[config.mk]
export PLATFORM = sky130hd
export DESIGN_NAME = uart_rx_ctrl
export DESIGN_NICKNAME = d
export VERILOG_FILES = /design/src/rtl/uart_rx_ctrl.sv
export SDC_FILE = /design/constraint.sdc
export NUM_CORES = 1
export LEC_CHECK = 0
export CAP_MARGIN = 30
export CORE_AREA = 2 2 100 63
export DETAILED_ROUTE_END_ITERATION = 10
export DIE_AREA = 0 0 102 65
export GPL_TIMING_DRIVEN = 0
export SYNTH_ARGS = -nofsm -noshare
export SYNTH_HDL_FRONTEND = slang
export SYNTH_SLANG_ARGS = --single-unit
export TNS_END_PERCENT = 50
[constraint.sdc]
create_clock -name CLK -period 2.65 [get_ports CLK]
set_input_delay 0.53 -clock CLK [delete_from_list [all_inputs] [get_ports CLK]]
set_output_delay 0.53 -clock CLK [all_outputs]
set_load 0.01 [all_outputs]
[src/rtl/uart_rx_ctrl.sv]
`default_nettype none
//==============================================================================
// Module   : uart_rx_ctrl
// Brief    : UART receive frame controller; sequences start/data/parity/stop
//            around an external oversampling majority-vote sampler.
// Revision : 1.0  initial release
//==============================================================================
module uart_rx_ctrl #(
   parameter int DATA_WIDTH = 8
) (
   input  logic                  CLK,
   input  logic                  RST,
   input  logic                  RX_IN,
   input  logic [5:0]            PRESCALE,
   input  logic                  PAR_EN,
   input  logic                  PAR_TYP,
   input  logic                  S_BIT,
   input  logic                  SAMPLE_DONE,
   output logic                  SAMPLE_EN,
   output logic [5:0]            EDGE_COUNT,
   output logic [DATA_WIDTH-1:0] P_DATA,
   output logic                  DATA_VALID,
   output logic                  PAR_ERR,
   output logic                  STP_ERR,
   output logic                  BUSY
);

   localparam int               c_BCW      = (DATA_WIDTH > 1) ? $clog2(DATA_WIDTH) : 1;
   localparam logic [c_BCW-1:0] c_LAST_BIT = c_BCW'(DATA_WIDTH - 1);

   localparam logic [2:0] c_IDLE   = 3'd0;
   localparam logic [2:0] c_START  = 3'd1;
   localparam logic [2:0] c_DATA   = 3'd2;
   localparam logic [2:0] c_PARITY = 3'd3;
   localparam logic [2:0] c_STOP   = 3'd4;

   logic [2:0]            r_state;
   logic [2:0]            w_next_state;
   logic [5:0]            r_edge_cnt;
   logic [5:0]            r_ps;
   logic                  r_par_en;
   logic                  r_par_typ;
   logic [c_BCW-1:0]      r_bit_cnt;
   logic [DATA_WIDTH-1:0] r_shift;
   logic [DATA_WIDTH-1:0] w_shift_next;
   logic [DATA_WIDTH-1:0] r_p_data;
   logic                  r_data_valid;
   logic                  r_par_err;
   logic                  r_stp_err;
   logic                  w_start_det;
   logic                  w_bit_end;
   logic                  w_glitch;
   logic                  w_stop_bad;
   logic                  w_frame_ok;

   assign w_start_det = (r_state == c_IDLE) && !RX_IN;
   assign w_bit_end   = (r_edge_cnt == (r_ps - 6'd1));
   assign w_glitch    = (r_state == c_START) && SAMPLE_DONE && S_BIT;
   assign w_stop_bad  = (r_state == c_STOP) && SAMPLE_DONE && !S_BIT;
   // A stop-bit sample landing on the boundary cycle must still veto the word.
   assign w_frame_ok  = (r_state == c_STOP) && w_bit_end && !r_par_err
                        && !r_stp_err && !w_stop_bad;

   generate
      if (DATA_WIDTH > 1) begin : g_shift_wide
         assign w_shift_next = {S_BIT, r_shift[DATA_WIDTH-1:1]};
      end else begin : g_shift_bit
         assign w_shift_next = S_BIT;
      end
   endgenerate

   always_ff @(posedge CLK or negedge RST) begin
      if (!RST) begin
         r_state <= c_IDLE;
      end else begin
         r_state <= w_next_state;
      end
   end

   always_comb begin
      w_next_state = r_state;
      case (r_state)
         c_IDLE: begin
            if (!RX_IN) w_next_state = c_START;
         end
         c_START: begin
            if (w_glitch)       w_next_state = c_IDLE;
            else if (w_bit_end) w_next_state = c_DATA;
         end
         c_DATA: begin
            if (w_bit_end && (r_bit_cnt == c_LAST_BIT))
               w_next_state = r_par_en ? c_PARITY : c_STOP;
         end
         c_PARITY: begin
            if (w_bit_end) w_next_state = c_STOP;
         end
         c_STOP: begin
            if (w_bit_end) w_next_state = c_IDLE;
         end
         default: w_next_state = c_IDLE;
      endcase
   end

   always_comb begin
      SAMPLE_EN = 1'b0;
      BUSY      = 1'b0;
      if (r_state != c_IDLE) begin
         SAMPLE_EN = 1'b1;
         BUSY      = 1'b1;
      end
   end

   always_ff @(posedge CLK or negedge RST) begin
      if (!RST) begin
         r_edge_cnt <= '0;
      end else if ((r_state == c_IDLE) || (w_next_state == c_IDLE) || w_bit_end) begin
         r_edge_cnt <= '0;
      end else begin
         r_edge_cnt <= r_edge_cnt + 6'd1;
      end
   end

   always_ff @(posedge CLK or negedge RST) begin
      if (!RST) begin
         r_ps         <= '0;
         r_par_en     <= 1'b0;
         r_par_typ    <= 1'b0;
         r_bit_cnt    <= '0;
         r_shift      <= '0;
         r_p_data     <= '0;
         r_data_valid <= 1'b0;
         r_par_err    <= 1'b0;
         r_stp_err    <= 1'b0;
      end else begin
         r_data_valid <= 1'b0;
         // Frame configuration is frozen here so mid-frame input changes are ignored.
         if (w_start_det) begin
            r_ps      <= PRESCALE;
            r_par_en  <= PAR_EN;
            r_par_typ <= PAR_TYP;
            r_par_err <= 1'b0;
            r_stp_err <= 1'b0;
            r_bit_cnt <= '0;
            r_shift   <= '0;
         end
         if (r_state == c_DATA) begin
            if (SAMPLE_DONE) r_shift   <= w_shift_next;
            if (w_bit_end)   r_bit_cnt <= r_bit_cnt + c_BCW'(1);
         end
         if ((r_state == c_PARITY) && SAMPLE_DONE && (S_BIT != ((^r_shift) ^ r_par_typ)))
            r_par_err <= 1'b1;
         if (w_stop_bad)
            r_stp_err <= 1'b1;
         if (w_frame_ok) begin
            r_p_data     <= r_shift;
            r_data_valid <= 1'b1;
         end
      end
   end

   assign EDGE_COUNT = r_edge_cnt;
   assign P_DATA     = r_p_data;
   assign DATA_VALID = r_data_valid;
   assign PAR_ERR    = r_par_err;
   assign STP_ERR    = r_stp_err;

endmodule
`default_nettype wire

Word-level counts from Yosys, hierarchy flattened --
Cells that the tools add are included.
Cells by class: bitwise operators 1, reductions and logical operators 25, order comparisons 0, muxes and demuxes 20, divide/modulo/power cells 0, multipliers 0, add/sub/neg operators 3, equality and inequality tests 7, shift operators 0
Operators by type and width (count):
- $mux W3 | 10
- $mux W8 | 3
- $pmux W3 S5 | 1
- $logic_and A1 B1 Y1 | 12
- $reduce_xor A8 Y1 | 1
- $add A6 B1 Y6 const B | 1
- $eq A3 B2 Y1 const B | 2
- $eq A3 B3 Y1 const B | 2
- $eq A6 B6 Y1 | 1
- $logic_not A3 Y1 | 2
- $mux W6 | 1
- $sub A6 B1 Y6 const B | 1
- $logic_not A1 Y1 | 5
- $mux W1 | 5
- $reduce_bool A2 Y1 | 2
- $add A3 B1 Y3 const B | 1
- $eq A3 B1 Y1 const B | 1
- $reduce_bool A3 Y1 | 1
- $logic_or A1 B1 Y1 | 2
- $ne A1 B1 Y1 | 1
- $xor A1 B1 Y1 | 1
Storage, ports and cells: bits in read-only memories 0, memories kept 0, bits in latches 0, word-level logic and storage cells 67, bits of input ports 13, bits in writable memories 0, bits in registers 39

Depth between registers and ports, before layout --
depth in word-level cells 9, gate-level depth with buffers 7, mapped depth without buffers 7

Least setup slack after synthesis --
OpenSTA, ideal clock, no wires.
path kind reg-to-reg, start register r_state[0], end register r_p_data[0] (netlist: P_DATA[0]), cell stages (with the launch flop) 6, period minus slack after synthesis 2.128 ns, arrival 2.003 ns, required time 2.525 ns, slack 0.522 ns, setup time 0.125 ns, path through dfrtp_1 > or3b_1 > or4_4 > a2111oi_4 > nand2_4 > mux2_4
On the way: word-level cells in the longest chain between the ends 5
Ends and longest elaborated chain:
- start, declared | line 37 | logic [2:0] r_state;
- start signal, assigned | line 74 | r_state <= c_IDLE;
- start signal, assigned | line 76 | r_state <= w_next_state;
- $eq A3 B3 Y1 * | line 59, 61
- $logic_and A1 B1 Y1, on equally long branches (2 in a row) | line 61, 59
- $logic_and A1 B1 Y1 or $logic_not A1 Y1 (tied branches) | line 62 | && !r_stp_err && !w_stop_bad;
- $logic_and A1 B1 Y1 * | line 62
- end signal, assigned | line 155 | r_p_data <= r_shift;
- end, declared | line 46 | logic [DATA_WIDTH-1:0] r_p_data;
Every way passes the cells marked *; elsewhere a longest branch is shown, timed or not. A chain may end at the register's enable or synchronous reset.

Worst setup path in the final report --
start input port S_BIT, end register r_p_data[3] (netlist: P_DATA[3])
On the way: word-level cells in the longest chain between the ends 4
Ends and longest elaborated chain:
- start, declared | line 17 | input logic S_BIT,
- $logic_not A1 Y1 | line 59 | assign w_stop_bad = (r_state == c_STOP) && SAMPLE_DONE && !S_BIT;
- $logic_and A1 B1 Y1 | line 59
- $logic_not A1 Y1 | line 62
- $logic_and A1 B1 Y1 | line 62
Every way passes these cells.

==> metrics.txt <==
# TYPE chip_impl_metric gauge
chip_impl_info{name="outcome",value="complete, no violations"} 1
chip_impl_metric{name="finalWeightedCongestion",unit=""} 0.793
chip_impl_metric{name="yosys-mux-area-fraction",unit="%"} 8.24
chip_impl_metric{name="netlist_area",unit="mm²"} 0.00194
chip_impl_metric{name="final.setup.worst_slack",unit="ps"} 311
chip_impl_metric{name="period_share",unit="%"} 88.3
chip_impl_info{name="cpLargestDelayFamily",value="simple AND/OR/NAND/NOR gates"} 1
chip_impl_info{name="critical_path_cell_sequence",value="clkdlybuf4s50_1, and2b_1, or4_4, a2111oi_4, nand2_4, mux2_4"} 1
chip_impl_info{name="cp_max_stage_cell",value="sky130_fd_sc_hd__clkdlybuf4s50_1"} 1
chip_impl_metric{name="skew",unit="ps"} 4.98
chip_impl_metric{name="vias_per_cell",unit=""} 4.62
chip_impl_metric{name="dpl.cell_count",unit=""} 291
chip_impl_info{name="critPathCaptureType",value="flip-flop"} 1
chip_impl_metric{name="power_per_cell_area",unit="mW/mm²"} 905
chip_impl_metric{name="io-pin-count",unit=""} 32
chip_impl_metric{name="power.ir.vdd_worst",unit="mV"} 0.246
chip_impl_metric{name="number_of_global_route_vias_before_repair",unit=""} 1366
chip_impl_metric{name="setup-violations-final",unit=""} 0
chip_impl_metric{name="worstPathRequired",unit="ps"} 2840
chip_impl_metric{name="clk-insertion-delay-late",unit="ps"} 300
chip_impl_metric{name="wl_per_cell",unit="µm"} 13.1
chip_impl_metric{name="detail-route-antenna-nets",unit=""} 0
chip_impl_metric{name="remaining_drc_errors",unit=""} 0
chip_impl_metric{name="detailedRoute.firstIterationViolations",unit=""} 39
chip_impl_metric{name="wire_length_of_the_first_global_routing_pass",unit="µm"} 6870
chip_impl_metric{name="yosys.cell_types.count",unit=""} 37
chip_impl_metric{name="postSynthRegisterBits",unit=""} 39
chip_impl_info{name="criticalPathCategory",value="in -> reg"} 1
chip_impl_metric{name="cts-htree-levels",unit=""} 2
chip_impl_metric{name="routed_wirelength",unit="µm"} 3930
chip_impl_metric{name="clock.fmax",unit="MHz"} 427
chip_impl_metric{name="drive_above_1_share",unit="%"} 12.1
chip_impl_metric{name="total_leakage_power",unit="nW"} 1.11
chip_impl_info{name="startpoint_type",value="input port"} 1
chip_impl_metric{name="holdBufCountCts",unit=""} 0
chip_impl_metric{name="fin_crit",unit="ps"} 2340
chip_impl_metric{name="synth_fp_nets",unit=""} 193
chip_impl_info{name="rsz0062_at_grt",value="no"} 1
chip_impl_metric{name="synth-async-reset-ratio",unit="%"} 100
chip_impl_metric{name="synth.yosys.seq_area_share",unit="%"} 50.2
chip_impl_metric{name="tightest_slew",unit="ps"} 874
chip_impl_metric{name="nFillCells",unit=""} 592
chip_impl_metric{name="slowest_delay",unit="ps"} 560
chip_impl_metric{name="grt_remaining_overflow",unit=""} 0
chip_impl_metric{name="finalNonFillerCells",unit=""} 299
chip_impl_metric{name="post-cts-setup-buffer-count",unit=""} 0
chip_impl_metric{name="numPortBuffers",unit=""} 31
chip_impl_info{name="worstHoldPathType",value="in -> async"} 1
chip_impl_info{name="most_common_cell_after_layout_fill_and_taps_aside",value="sky130_fd_sc_hd__dfrtp_1"} 1
chip_impl_info{name="cts_tree",value="built"} 1
chip_impl_metric{name="arrival",unit="ps"} 2530
chip_impl_metric{name="pre_cts_ws",unit="ps"} -16.9
chip_impl_metric{name="synth-warning-count",unit=""} 0
chip_impl_metric{name="clkSlewWorstSetupHoldPaths",unit="ps"} 80
chip_impl_metric{name="netlist_instances",unit=""} 176
chip_impl_metric{name="cts.repair.resized",unit=""} 0
chip_impl_metric{name="post_synth_fa_ha_maj_area_fraction",unit="%"} 2.57
chip_impl_metric{name="synth_xor_area_share",unit="%"} 8.56
chip_impl_metric{name="diodes",unit=""} 0
chip_impl_metric{name="area_delta_synth_final",unit="%"} 27.1
chip_impl_metric{name="vias",unit=""} 1380
chip_impl_metric{name="buffers_plus_inverters_on_the_worst_setup_path",unit=""} 1
chip_impl_metric{name="synth_area_per_cell",unit="µm²"} 11.0
chip_impl_metric{name="path_max_fanout",unit=""} 8
chip_impl_metric{name="grt_util_all_layers",unit="%"} 13.7
chip_impl_info{name="layout.cells.most_common_list",value="sky130_fd_sc_hd__dfrtp_1, sky130_fd_sc_hd__clkdlybuf4s50_1, sky130_fd_sc_hd__nand2_1"} 1
chip_impl_metric{name="start_util",unit="%"} 33.3
chip_impl_metric{name="final_standard_cell_utilization_of_the_core",unit="%"} 42.3
chip_impl_metric{name="p_total",unit="mW"} 2.24
chip_impl_info{name="dominantRegCellSynth",value="sky130_fd_sc_hd__dfrtp_1"} 1
chip_impl_info{name="cts_root_buffer",value="sky130_fd_sc_hd__clkbuf_8"} 1
chip_impl_metric{name="slew-limit-headroom",unit="%"} 41.8
chip_impl_metric{name="cts.sink_count",unit=""} 39
chip_impl_metric{name="drt_pass1_iterations",unit=""} 4
chip_impl_metric{name="synth-simple-area-share",unit="%"} 15.1
chip_impl_metric{name="report.final.hold_viol_count",unit=""} 0
chip_impl_metric{name="tritoncts.num_buffers",unit=""} 5
chip_impl_info{name="dominant_combinational_cell_family_by_area_after_synthesis",value="simple AND/OR/NAND/NOR gates"} 1
chip_impl_metric{name="synth_compound_gate_area_share",unit="%"} 12.9
chip_impl_metric{name="cts_buffer_depth",unit=""} 2
chip_impl_metric{name="die_w",unit="µm"} 102
chip_impl_metric{name="dieHeight",unit="µm"} 65
chip_impl_metric{name="initial_antenna_violation_count",unit=""} 0
chip_impl_metric{name="maxSlewViolCount",unit=""} 0
chip_impl_metric{name="core_area",unit="mm²"} 0.00584
chip_impl_metric{name="grt_start_max_net_pins",unit=""} 40
chip_impl_metric{name="place_hpwl",unit="µm"} 2910
chip_impl_metric{name="fp-row-count",unit=""} 22
chip_impl_metric{name="max_cap_viols",unit=""} 0
chip_impl_metric{name="design.final.nets",unit=""} 231
chip_impl_metric{name="synth_edf_count",unit=""} 0
chip_impl_metric{name="die_area",unit="mm²"} 0.00663
[flip-flops by register name (all words and copies together) (netlist names), 3 cells and up]
name / cells
EDGE_COUNT: 6
r_bit_cnt: 3
r_state: 3
P_DATA: 8
r_ps: 6
r_shift: 8
[cells by family after synthesis]
family	count (synthesis)
simple gates	61
flops	39
compound gates	29
xor+xnor	19
buf+inv	12
mux	12
fa+ha+maj	4
[final cells by class]
class,instances,area [µm²],share of cell area [%]
Buffer,4,18.8,0.759
Clock buffer,5,68.8,2.78
Clock inverter,3,47.5,1.92
Inverter,8,30.0,1.22
Multi-Input combinational cell,125,920,37.2
Sequential cell,39,976,39.5
Tap cell,84,105,4.25
Timing Repair Buffer,31,305,12.4
[synthesized netlist by cell type (4+ instances only)]
master / instances / area share [%]
sky130_fd_sc_hd__dfrtp_1: 39 / 50
sky130_fd_sc_hd__nand2_1: 26 / 5.0
sky130_fd_sc_hd__nor2_1: 14 / 2.7
sky130_fd_sc_hd__xnor2_1: 14 / 6.3
sky130_fd_sc_hd__a22o_1: 8 / 3.6
sky130_fd_sc_hd__inv_1: 8 / 1.5
sky130_fd_sc_hd__mux2_4: 8 / 6.2
sky130_fd_sc_hd__nand3_1: 6 / 1.5
sky130_fd_sc_hd__o21ai_0: 5 / 1.3
sky130_fd_sc_hd__xor2_1: 5 / 2.3
sky130_fd_sc_hd__ha_1: 4 / 2.6
sky130_fd_sc_hd__mux2i_1: 4 / 2.1
[routing by layer]
layer | track usage (%) | vias up | routed length [µm]
met2 | 18.7 | 25 | 1610
met4 | 4.50 | 0 | 39
met5 | 0 | - | 0
met3 | 3.88 | 4 | 143
met1 | 20.5 | 664 | 2140
li1 | - | 687 | -
[path summary, 6_finish.rpt]
check	startpoint	to	depth (start not counted)	slack, ps
max	S_BIT	P_DATA[3]$_DFFE_PN0P_	6	310
min	RST	EDGE_COUNT[5]$_DFF_PN0_	1	350
max reg2reg	r_state[2]$_DFF_PN0_	P_DATA[3]$_DFFE_PN0P_	5	370
min reg2reg	r_bit_cnt[0]$_DFF_PN0_	r_bit_cnt[0]$_DFF_PN0_	1	480
max in group asynchronous	RST	P_DATA[7]$_DFFE_PN0P_	1	1750
min in group CLK	r_bit_cnt[0]$_DFF_PN0_	r_bit_cnt[0]$_DFF_PN0_	1	480
[through the flow]
stage                     instance area, µm²  setup TNS [ps]  hold WS (ps)
after floorplan                         1940               0           234
after global placement                  2360           -59.9           472
after detailed placement                2350            -110           478
after CTS                               2470               0           373
after global routing                    2470               0           403
final                                   2470               0           348
[power by group]
part           leakage (nW)  internal, mW  switching [mW]
clock network        0.0587         0.285           0.226
logic                 0.530         0.389           0.479
registers             0.525         0.712           0.145
total                  1.11          1.39           0.850
(Power assumes the default switching activity.)
